### config.mk
export PLATFORM = sky130hd
export DESIGN_NAME = order_tx
export DESIGN_NICKNAME = d
export VERILOG_FILES = /design/src/rtl/order_tx.sv
export SDC_FILE = /design/constraint.sdc
export NUM_CORES = 1
export LEC_CHECK = 0
export ABC_CLOCK_PERIOD_IN_PS = 5700
export CAP_MARGIN = 30
export CORE_MARGIN = 2
export CORE_UTILIZATION = 30
export CTS_BUF_LIST = sky130_fd_sc_hd__clkbuf_8
export DETAILED_ROUTE_END_ITERATION = 12
export GPL_TIMING_DRIVEN = 0
export SYNTH_ARGS = -nofsm -noshare
export SYNTH_HDL_FRONTEND = slang
export SYNTH_SLANG_ARGS = --single-unit
### constraint.sdc
create_clock -name clk -period 5.7 [get_ports clk]
set_input_delay 1.425 -clock clk [delete_from_list [all_inputs] [get_ports clk]]
set_output_delay 1.425 -clock clk [all_outputs]
set_load 0.01 [all_outputs]
### src/rtl/order_tx.sv
// order_tx: order transmitter for the egress end of the strategy path.
// It captures single-cycle order strobes into a small FIFO and sends each
// order to the host/exchange side as a multi-beat Avalon-ST packet.
// The strategy side cannot be stalled. When the FIFO is full, an order is
// dropped and counted.
//
// Optional feature macro: ORDER_TX_TSTAMP_EN
//   When defined, a free-running 64-bit cycle timestamp is captured at push.
//   It is sent as a third beat, and endofpacket moves to that beat.
//
// Parameters:
//   FIFO_DEPTH : order entries buffered (power of two, >= 2)
//   MSG_ORDER  : message type code placed in beat 0 [63:40]
//
// Ports:
//   clk, reset        : core clock, synchronous active-high reset
//   ord_valid         : one-cycle order strobe
//   ord_sym           : translated symbol ID
//   ord_side          : 0 = buy, 1 = sell
//   ord_price/ord_vol : order price / volume
//   tx_valid, tx_ready, tx_data, tx_startofpacket, tx_endofpacket :
//                       tx_if Avalon-ST source (ready latency 0), all registered
//   ovf_cnt           : saturating count of dropped orders
//   ovf_flag          : sticky, set on the first drop

package order_tx_pkg;

    // One buffered order
    typedef struct packed {
`ifdef ORDER_TX_TSTAMP_EN
        logic [63:0] tstamp;
`endif
        logic [15:0] seq;
        logic        side;
        logic [15:0] sym;
        logic [31:0] price;
        logic [31:0] vol;
    } order_entry_t;

endpackage

module order_tx
    import order_tx_pkg::*;
#(
    parameter int unsigned FIFO_DEPTH = 4,
    parameter logic [23:0] MSG_ORDER  = 24'h4F5244
) (
    input  logic        clk,
    input  logic        reset,
    input  logic        ord_valid,
    input  logic [15:0] ord_sym,
    input  logic        ord_side,
    input  logic [31:0] ord_price,
    input  logic [31:0] ord_vol,
    output logic        tx_valid,
    input  logic        tx_ready,
    output logic [63:0] tx_data,
    output logic        tx_startofpacket,
    output logic        tx_endofpacket,
    output logic [15:0] ovf_cnt,
    output logic        ovf_flag
);

    localparam int unsigned AW = (FIFO_DEPTH > 1) ? $clog2(FIFO_DEPTH) : 1;
    localparam int unsigned PW = AW + 1;

    typedef enum logic [1:0] {
        S_IDLE,
        S_BEAT0,
        S_BEAT1
`ifdef ORDER_TX_TSTAMP_EN
        , S_BEAT2
`endif
    } state_t;

    state_t state_q, state_d;

    order_entry_t mem [FIFO_DEPTH];
    order_entry_t in_ent;

    logic [PW-1:0] wr_ptr, rd_ptr, rd_next;
    logic [AW-1:0] rd_idx, rd_next_idx;
    logic [15:0]   seq_q;

    logic full_c, empty_c;
    logic fire_c, last_c, pop_c, push_c, drop_c;
    logic nxt_nonempty_c, head_avail_c;

    logic [15:0] nh_sym, nh_seq;
    logic        nh_side;

    logic        valid_d, sop_d, eop_d;
    logic [63:0] data_d;

`ifdef ORDER_TX_TSTAMP_EN
    logic [63:0] cyc_cnt;

    // Free-running cycle counter for order timestamps
    always_ff @(posedge clk) begin
        if (reset) begin
            cyc_cnt <= 64'd0;
        end else begin
            cyc_cnt <= cyc_cnt + 64'd1;
        end
    end
`endif

    // Full and empty are told apart by the extra pointer MSB
    assign rd_idx  = rd_ptr[AW-1:0];
    assign empty_c = (wr_ptr == rd_ptr);
    assign full_c  = (wr_ptr[AW] != rd_ptr[AW]) && (wr_ptr[AW-1:0] == rd_ptr[AW-1:0]);

    // A handshake pops the head only on the packet's last beat
    assign fire_c = tx_valid & tx_ready;
`ifdef ORDER_TX_TSTAMP_EN
    assign last_c = (state_q == S_BEAT2);
`else
    assign last_c = (state_q == S_BEAT1);
`endif
    assign pop_c  = fire_c & last_c;
    assign push_c = ord_valid & (~full_c | pop_c);
    assign drop_c = ord_valid & full_c & ~pop_c;

    // Entry assembled from the incoming strobe
    always_comb begin
        in_ent        = '0;
`ifdef ORDER_TX_TSTAMP_EN
        in_ent.tstamp = cyc_cnt;
`endif
        in_ent.seq    = seq_q;
        in_ent.side   = ord_side;
        in_ent.sym    = ord_sym;
        in_ent.price  = ord_price;
        in_ent.vol    = ord_vol;
    end

    // Head for the next packet after this cycle's pop. If the FIFO would be empty,
    // the same-cycle push is forwarded so beat 0 can appear one cycle after push.
    assign rd_next        = rd_ptr + PW'(pop_c);
    assign rd_next_idx    = rd_next[AW-1:0];
    assign nxt_nonempty_c = (wr_ptr != rd_next);
    assign head_avail_c   = nxt_nonempty_c | push_c;

    always_comb begin
        nh_sym  = ord_sym;
        nh_seq  = seq_q;
        nh_side = ord_side;
        if (nxt_nonempty_c) begin
            nh_sym  = mem[rd_next_idx].sym;
            nh_seq  = mem[rd_next_idx].seq;
            nh_side = mem[rd_next_idx].side;
        end
    end

    // Next-state and next-output logic; outputs hold unless a beat is accepted
    always_comb begin
        state_d = state_q;
        valid_d = tx_valid;
        data_d  = tx_data;
        sop_d   = tx_startofpacket;
        eop_d   = tx_endofpacket;

        unique case (state_q)
            S_IDLE: begin
                if (head_avail_c) begin
                    state_d = S_BEAT0;
                    valid_d = 1'b1;
                    data_d  = {MSG_ORDER, nh_sym, nh_seq, 7'd0, nh_side};
                    sop_d   = 1'b1;
                    eop_d   = 1'b0;
                end
            end
            S_BEAT0: begin
                if (fire_c) begin
                    state_d = S_BEAT1;
                    data_d  = {mem[rd_idx].price, mem[rd_idx].vol};
                    sop_d   = 1'b0;
`ifdef ORDER_TX_TSTAMP_EN
                    eop_d   = 1'b0;
`else
                    eop_d   = 1'b1;
`endif
                end
            end
`ifdef ORDER_TX_TSTAMP_EN
            S_BEAT1: begin
                if (fire_c) begin
                    state_d = S_BEAT2;
                    data_d  = mem[rd_idx].tstamp;
                    eop_d   = 1'b1;
                end
            end
            S_BEAT2: begin
`else
            S_BEAT1: begin
`endif
                if (fire_c) begin
                    if (head_avail_c) begin
                        state_d = S_BEAT0;
                        valid_d = 1'b1;
                        data_d  = {MSG_ORDER, nh_sym, nh_seq, 7'd0, nh_side};
                        sop_d   = 1'b1;
                        eop_d   = 1'b0;
                    end else begin
                        state_d = S_IDLE;
                        valid_d = 1'b0;
                        data_d  = 64'd0;
                        sop_d   = 1'b0;
                        eop_d   = 1'b0;
                    end
                end
            end
            default: begin
                state_d = S_IDLE;
                valid_d = 1'b0;
                data_d  = 64'd0;
                sop_d   = 1'b0;
                eop_d   = 1'b0;
            end
        endcase
    end

    // State and registered Avalon-ST outputs
    always_ff @(posedge clk) begin
        if (reset) begin
            state_q          <= S_IDLE;
            tx_valid         <= 1'b0;
            tx_data          <= 64'd0;
            tx_startofpacket <= 1'b0;
            tx_endofpacket   <= 1'b0;
        end else begin
            state_q          <= state_d;
            tx_valid         <= valid_d;
            tx_data          <= data_d;
            tx_startofpacket <= sop_d;
            tx_endofpacket   <= eop_d;
        end
    end

    // FIFO pointers, sequence number and overflow accounting
    always_ff @(posedge clk) begin
        if (reset) begin
            wr_ptr   <= '0;
            rd_ptr   <= '0;
            seq_q    <= 16'd0;
            ovf_cnt  <= 16'd0;
            ovf_flag <= 1'b0;
        end else begin
            if (push_c) begin
                wr_ptr <= wr_ptr + PW'(1);
                seq_q  <= seq_q + 16'd1;
            end
            if (pop_c) begin
                rd_ptr <= rd_ptr + PW'(1);
            end
            if (drop_c) begin
                ovf_flag <= 1'b1;
                if (ovf_cnt != 16'hFFFF) begin
                    ovf_cnt <= ovf_cnt + 16'd1;
                end
            end
        end
    end

    // FIFO storage has no reset; the pointers define what is valid
    always_ff @(posedge clk) begin
        if (!reset && push_c) begin
            mem[wr_ptr[AW-1:0]] <= in_ent;
        end
    end

    logic unused_ok;
    assign unused_ok = empty_c;

endmodule

[Yosys cells after proc, flatten, opt, wreduce, memory -nomap -nowiden]
Memories as Yosys holds them, arrays and structs flattened. A register that Yosys moved wholly into a read port is not among the register bits.
Index checks and enable logic that the tools add are counted.
Word-level totals
  flip-flop bits (word level): 108
  RAM bits: 388
  output and inout bits: 84
  memories: 1
Memory list
  mem: depth 4, bits a word 97, rd ports 2, clocked after memory_dff 1, wr ports 1, line 78  | order_entry_t mem [FIFO_DEPTH];
Cells by class
  add/sub/neg operators: 5
  eq/ne operators: 9
  mux-type cells: 26
  bitwise logic cells: 10
  reduce and logical (&&, ||, !) cells: 7
Operator list (number)
  $mux W64: 3
  $pmux W64 S3: 1
  $mux W63: 1
  $add A16 B1 Y16 const B: 2
  $mux W16: 2
  $ne A16 B16 Y1 const B: 1
  $mux W1: 10
  $mux W2: 5
  $pmux W1 S3: 3
  $add A3 B1 Y3 const B: 2
  $ne A2 B2 Y1 const B: 3
  $pmux W2 S3: 1
  $reduce_and A3 Y1: 2
  $and A1 B1 Y1: 5
  $add A3 B1 Y3: 1
  $ne A3 B3 Y1: 1
  $not A1 Y1: 3
  $eq A2 B1 Y1 const B: 1
  $eq A2 B2 Y1: 1
  $eq A2 B2 Y1 const B: 1
  $logic_and A1 B1 Y1: 2
  $logic_not A2 Y1: 1
  $or A1 B1 Y1: 2
  $reduce_and A2 Y1: 1
  other kinds (2): 2

[Depth between registers and ports, before layout]
Gate-level depths: netlist (run 1).
  word-level depth: 9
  mapped depth: 10

[Least setup slack after synthesis (run 1)]
OpenSTA, ideal clock, no wires.
  path kind: in2reg
  from: input port ord_valid
  to: memory mem[0][0] (netlist bit) (enable)
  library setup time: 0.467 ns
  data arrival time: 4.543 ns
  data required time: 5.233 ns
  path slack: 0.690 ns
  stages on the path: 5
  path buffers: 2
  path through: clkbuf_1 -> o41ai_2 -> clkbuf_1 -> nor2_1 -> and2_1
On the way
  longest elaborated chain between the ends: 4
Ends and longest elaborated chain
  start: declaration: line 50  | input logic ord_valid,
  $and A1 B1 Y1: line 121  | assign push_c = ord_valid & (~full_c | pop_c);
  $logic_and A1 B1 Y1: line 267  | if (!reset && push_c) begin
  $mux W1: line 267
  $mux W1 (implied by the code): line 268  | mem[wr_ptr[AW-1:0]] <= in_ent;
  end: declaration: line 78
Every way passes these cells.

[Worst setup path in the final report (run 1)]
  from: input port tx_ready
  to: register tx_data[3]
On the way
  longest elaborated chain between the ends: 7
  elaborated cells between the ends (all ways): 11
  classes of those cells: 1 x add/sub; 4 x eq/ne; 5 x bitwise; 1 x reduce/logical
Ends and longest elaborated chain
  start: declaration: line 56  | input logic tx_ready,
  $and A1 B1 Y1 (*): line 114  | assign fire_c = tx_valid & tx_ready;
  $and A1 B1 Y1: line 120  | assign pop_c = fire_c & last_c;
  $add A3 B1 Y3 / $or A1 B1 Y1 (equally long branches): line 139, 121
  $ne A3 B3 Y1 / $and A1 B1 Y1 (equally long branches): line 141, 121
  $or A1 B1 Y1: line 142  | assign head_avail_c = nxt_nonempty_c | push_c;
  $ne A2 B2 Y1 (no line)
  $reduce_and A3 Y1 (no line) (*)
  end signal: assignment: line 234  | tx_data <= data_d;
  end: declaration: line 57  | output logic [63:0] tx_data,
Every way passes the cells marked *; elsewhere a longest branch is shown, timed or not.
A chain may end at the register's enable or synchronous reset.

==> run summary, run 1 <==
Status - complete, no violations
GP Congestion - 0.7966
Post-Layout Cell Count - 2226
Fmax - 226.0 MHz
Reg2reg end - tx_data[3]
Max_cap viols - 0
Final instance area - 23480 sq um
Area occupied by multi-input gates - 4648 sq um
CTS Hold Bufs - 0
1st-pass router iterations - 5
Port bufs - 167
Synthesized area - 18840 sq um
Critical path capture point type - flip-flop
Async SR Flop Fraction - 0%
Wire length per cell - 19.53 um
Slew at the pin with the worst max-slew slack - 0.9944 ns
CTS tree - built
Top-count cell post-synth - edfxtp_1
Slew HR - 33.26%
Hold endpoint - tx_data[48]
Clock Sinks - 497
WHS Path Cells - 1
Crit Path Max Fanout - 10
Min Tclk post-route - 4.424 ns
CP required - 6.29 ns
Vias per cell - 4.641
Rows - 91
Max Root-Sink Buffers - 3
Storage cell area - 13830 sq um
Final worst path period share - 77.62%
Global-route wire length before repair - 65250 um
Worst hold start - tx_data[48]
CTS Buf Count - 86
Distinct cell type count after synthesis - 55
# IOs - 169
Tot GR Track Use - 13.48%
Initial Util - 30.42%
Synth warn - 0
Worst-skew pair later-pin latency - 0.65 ns
Initial antenna violation count - 2
Setup Buffers After CTS - 0
Fillers - 5775
Die width - 254.6 um
GRT overflow - 0
Routed Antenna Nets - 0
DP HPWL - 27390 um
Vias in the first global route - 11040
Post-DP Area - 21820 sq um
R2R Setup Slk - 2.12 ns
Via count of the routed design - 10330
Syn Area/Cell - 17.95 sq um
Area delta synth->final - 24.59%
Final TNS setup - 0 ns
Crit start category - primary input
Gate Count Post-Synth - 1050
Leading post-synthesis cells by cell area - edfxtp_1 (62%), dfxtp_1 (12%), mux4_2 (11%)
Post-synth top cells - edfxtp_1 (388), dfxtp_1 (109), mux4_2 (96)
Slew Viols, Final - 0
Pwr dens - 329.1 nW/um^2
FF+latch count, synth - 497
Total Nets Final - 1410
RR Startpoint - tx_valid
Critical Setup Path Class - in -> reg
Post-route DRC - 0
Die height - 254.6 um
CP arrival - 5.01 ns
# setup viols final - 0
Die Area - 64840 sq um
Post-synth EDFFs - 388
Leak - 7.533 nW
Clock slew at reported path FFs - 0.06 ns
DRT Wirelength - 43480 um
Sequential area share after synthesis - 73.41%
Fin Hold WS - 0.4780 ns
Top_reg_cell synth - edfxtp_1
Worst Hold Class - reg -> reg
Peak supply drop - 0.0001961 V
Floorplan core area - 61940 sq um
Clk_skew - 0.02005 ns
Max H-tree Level - 3
Dpl cells - 2066
Final core occ - 37.91%
Initial drt markers - 606
Final hold vios - 0
Syn_nets - 1143
RSZ-0062 raised after global routing - false
Top cell type's share of synthesized area - 61.83%
R2R depth - 10
Clk Tree Root Cell - clkbuf_8
Layout cells sized above 1 - 18.30%
Number of gates resized after cts - 0
Post-synth top area cell - edfxtp_1
Largest net degree at the start of global routing - 47
## final cells by class
cell class	count	area share [%]
flip-flops and latches	497	58.92
multi-input cells	459	19.80
repair buffers	179	8.153
clock buffers	97	5.686
well taps	837	4.460
clock inverters	62	1.375
plain buffers	51	0.9113
inverters	43	0.6874
diodes	1	0.01066
## state kept, by name, indices dropped and copies added (netlist names), named ones only
register,flops
mem,388
ovf_cnt,16
ovf_flag,1
rd_ptr,3
seq_q,16
state_q,1
tx_data,64
tx_endofpacket,1
tx_startofpacket,1
tx_valid,1
wr_ptr,3
## layout by cell type (no fill, tap or decap), types with 6 or more instances in the layout
cell type / n
nor4_1: 7
nand3_1: 15
a21oi_1: 29
edfxtp_1: 388
xnor2_1: 19
buf_1: 6
mux2i_1: 32
o21ai_0: 10
or3_1: 10
mux4_2: 96
clkinv_1: 8
ha_1: 8
clkinv_2: 11
clkdlybuf4s50_1: 167
xor2_1: 8
o221ai_1: 32
buf_2: 18
nor2_1: 35
a22o_1: 21
inv_1: 78
nand2_1: 57
clkbuf_1: 27
o2bb2ai_1: 10
dfxtp_1: 109
clkbuf_8: 97
nor3_1: 17
## worst max-delay path: stages
cell and delay (ns):
clkdlybuf4s50_1 0.55, and4b_1 0.34, buf_2 0.30, and2_1 0.17
ha_1 0.24, xnor2_1 0.23, nand2_1 0.27, nor4_1 0.36
a21o_1 0.31, clkbuf_1 0.56, a22o_1 0.25
## power by group
group          internal (W)  switching (W)  total (W)
clock network       0.00165        0.00142    0.00308
logic              0.000259       0.000301   0.000559
registers           0.00403      0.0000577    0.00409
total               0.00594        0.00178    0.00773
## cell families after synthesis
family,after synthesis,synth area share (%)
compound gates,123,4.953
xor+xnor,29,1.461
fa+ha+maj,9,0.5843
buf+inv,94,1.992
flops,497,73.41
mux,130,13.29
simple gates,168,4.309
## how the worst max path moves through the flow
stage	startpoint	endpoint	slack, ns	cells past startpoint
2_1_floorplan	ord_valid	mem[0][0]	0.69	5
3_3_place_gp	tx_ready	mem[3][7]	-2.41	6
3_5_place_dp	tx_ready	tx_data[1]	0.62	11
4_1_cts	tx_ready	tx_data[1]	1.30	11
5_1_grt	tx_ready	tx_data[6]	1.08	11
6_report	tx_ready	tx_data[3]	1.28	11
## per-layer routing
| layer | GRT usage [%] | part of all wire, % | vias up |
|---|---|---|---|
| met1 | 16.68 | 42 | 5268 |
| met5 | 0 | 0.025 | - |
| met2 | 22.28 | 49 | 256 |
| li1 | - | - | 4740 |
| met3 | 3.664 | 6.0 | 65 |
| met4 | 5.698 | 2.4 | 2 |
## stage by stage
| stage | total power, W | worst slack [ns] |
|---|---|---|
| 2_1_floorplan | 0.004417 | 0.6898 |
| 3_3_place_gp | 0.004723 | -2.415 |
| 3_5_place_dp | 0.004736 | 0.6202 |
| 4_1_cts | 0.007860 | 1.305 |
| 5_1_grt | 0.008041 | 1.080 |
| 6_report | 0.007727 | 1.276 |
(Power assumes the default switching activity.)
==> run 2: changes to the inputs <==
--- a/config.mk
+++ b/config.mk
@@ -5,7 +5,7 @@
 export SDC_FILE = /design/constraint.sdc
 export NUM_CORES = 1
 export LEC_CHECK = 0
-export ABC_CLOCK_PERIOD_IN_PS = 5700
+export ABC_CLOCK_PERIOD_IN_PS = 4510
 export CAP_MARGIN = 30
 export CORE_MARGIN = 2
 export CORE_UTILIZATION = 30
==> constraint.sdc (replaced) <==
create_clock -name clk -period 4.51 [get_ports clk]
set_input_delay 1.1275 -clock clk [delete_from_list [all_inputs] [get_ports clk]]
set_output_delay 1.1275 -clock clk [all_outputs]
set_load 0.01 [all_outputs]
==> run summary, run 2 (synthesis gave the netlist of run 1 again) <==
Status - complete, no violations (unchanged)
Number of gates resized after cts - 0 (unchanged)
Die Area - 64840 sq um (unchanged)
DP HPWL - 27640 um (was 27390 um)
CP required - 5.05 ns (was 6.29 ns)
Rows - 91 (unchanged)
Slew HR - 39.22% (was 33.26%)
Final hold vios - 0 (unchanged)
GRT overflow - 0 (unchanged)
Setup Buffers After CTS - 0 (unchanged)
Routed Antenna Nets - 0 (unchanged)
Clock Sinks - 497 (unchanged)
Max_cap viols - 0 (unchanged)
Slew at the pin with the worst max-slew slack - 0.9107 ns (was 0.9944 ns)
Crit Path Max Fanout - 10 (unchanged)
Clk Tree Root Cell - clkbuf_8 (unchanged)
RSZ-0062 raised after global routing - false (unchanged)
Post-route DRC - 0 (unchanged)
CTS Buf Count - 87 (was 86)
Worst-skew pair later-pin latency - 0.68 ns (was 0.65 ns)
Final worst path period share - 89.58%
# IOs - 169 (unchanged)
Leak - 7.572 nW (was 7.533 nW)
Area delta synth->final - 24.85% (was 24.59%)
Most frequent cells in the layout - edfxtp_1 (388), clkdlybuf4s50_1 (167), dfxtp_1 (109) (unchanged)
Port bufs - 167 (unchanged)
Largest net degree at the start of global routing - 47 (unchanged)
Critical Setup Path Class - in -> reg (unchanged)
DRT Wirelength - 43750 um (was 43480 um)
Launch point of the critical path - tx_ready (unchanged)
Wire length per cell - 19.63 um (was 19.53 um)
Fillers - 5777 (was 5775)
Final WS setup - 0.4699 ns (was 1.276 ns)
Total Nets Final - 1411 (was 1410)
1st-pass router iterations - 5 (unchanged)
CP cell instances - clkdlybuf4s50_1 > and4b_1 > buf_2 > and2_1 > ha_1 > xnor2_1 > nand2_1 > nor4_1 > a21oi_1 > buf_4 > clkbuf_1 > o221ai_1 (was clkdlybuf4s50_1 > and4b_1 > buf_2 > and2_1 > ha_1 > xnor2_1 > nand2_1 > nor4_1 > a21o_1 > clkbuf_1 > a22o_1)
Power, Total - 0.009857 W (was 0.007727 W)
Max reg flops - 388 (unchanged)
CTS tree - built (unchanged)
Min Tclk post-route - 4.040 ns
Setup WS pre-CTS - -0.2734 ns (was 0.6202 ns)
Max Root-Sink Buffers - 3 (unchanged)
RR Startpoint - tx_valid (unchanged)
Worst Hold Class - reg -> reg (unchanged)
Tot GR Track Use - 13.52% (was 13.48%)
CP arrival - 4.58 ns (was 5.01 ns)
Post-Layout Cell Count - 2228 (was 2226)
Most common cell after layout, fill and taps aside - edfxtp_1 (unchanged)
Pwr dens - 419.0 nW/um^2 (was 329.1 nW/um^2)
Layout cells sized above 1 - 17.90% (was 18.30%)
Floorplan core area - 61940 sq um (unchanged)
Initial antenna violation count - 3 (was 2)
Via count of the routed design - 10340 (was 10330)
Final core occ - 37.98% (was 37.91%)
CP max stage delay - 0.56 ns (about the same)
Fmax - 247.5 MHz
Max H-tree Level - 3 (unchanged)
Slowest-stage cell, CP - clkdlybuf4s50_1 (was clkbuf_1)
Global-route wire length before repair - 65050 um (was 65250 um)
Diodes inserted - 0 (was 1)
Worst hold start - tx_data[58] (was tx_data[48])
Critical path capture point type - flip-flop (unchanged)
Dpl cells - 2066 (unchanged)
Vias per cell - 4.643 (was 4.641)
CTS Hold Bufs - 0 (unchanged)
Vias in the first global route - 10970 (was 11040)
Crit start category - primary input (unchanged)
Area occupied by multi-input gates - 4648 sq um (unchanged)
Storage cell area - 13830 sq um (unchanged)
Slew Viols, Final - 0 (unchanged)
Peak supply drop - 0.0002317 V (was 0.0001961 V)
Clock slew at reported path FFs - 0.06 ns (about the same)
Die height - 254.6 um (unchanged)
Initial drt markers - 680 (was 606)
# setup viols final - 0 (unchanged)
Initial Util - 30.42% (unchanged)
Die width - 254.6 um (unchanged)
Clk_skew - 0.03054 ns (was 0.02005 ns)
GP Congestion - 0.7613 (was 0.7966)
## run 2: changes by cell type in the layout (fill, tap and decap cells not counted)
| cell | change |
|---|---|
| clkinvlp_4 | -2 |
| inv_6 | +1 |
| clkinv_2 | -6 |
| diode_2 | -1 |
| buf_12 | -3 |
| buf_16 | +3 |
| buf_8 | -1 |
| inv_8 | +2 |
| inv_1 | +5 |
| buf_6 | +1 |
| clkbuf_8 | -1 |
| clkinv_1 | +3 |
| bufinv_16 | +1 |
## run 2: path summary, 6_finish.rpt
path	slack, ns	cells past startpoint	to
hold reg to reg	0.46	1	tx_data[58]
setup / recovery	0.47	12	tx_data[11]
setup reg to reg	1.07	11	tx_data[11]
hold / removal	0.46	1	tx_data[58]
## run 2: power by group
| part | leakage (nW) | total (W) | internal (W) | switching [W] |
|---|---|---|---|---|
| combinational | 2.17 | 0.000710 | 0.000329 | 0.000382 |
| sequential | 4.40 | 0.00517 | 0.00510 | 0.0000712 |
| clock | 1.00 | 0.00398 | 0.00214 | 0.00184 |
| total | 7.57 | 0.00986 | 0.00756 | 0.00229 |
## run 2: metal layers
metal | up-vias | GRT usage (%) | wire length (um)
met3 | 74 | 3.307 | 2315
met5 | - | 0 | 40
met4 | 6 | 5.547 | 1049
met1 | 5293 | 16.14 | 18100
li1 | 4742 | - | -
met2 | 229 | 23.38 | 22240
## run 2: area by class of cell
cell class,count,share of cell area (%)
buffer,51,0.9094
clock buffer,96,5.616
tap,837,4.451
inverter,43,0.6860
sequential,497,58.80
multi-input combinational,459,19.76
clock inverter,66,1.569
timing repair buffer,179,8.216
## run 2: worst max-delay path, delay by kind of cell
| kind | cells | cell delay, ns |
|---|---|---|
| AOI/OAI and AO/OA | 2 | 0.62 |
| xor gates and xnor gates | 1 | 0.17 |
| adders and majority gates | 1 | 0.24 |
| buffers and inverters | 4 | 1.50 |
| and+or+nand+nor | 4 | 0.90 |
## run 2: through the flow
step	setup TNS [ns]	hold slack, ns	instance area [sq um]
6_report	0	0.4643	23530
5_1_grt	0	0.4807	23530
4_1_cts	0	0.4666	23530
3_5_place_dp	-8.011	0.4486	21840
3_3_place_gp	-433.98	0.4480	21570
2_1_floorplan	0	0.4899	18850
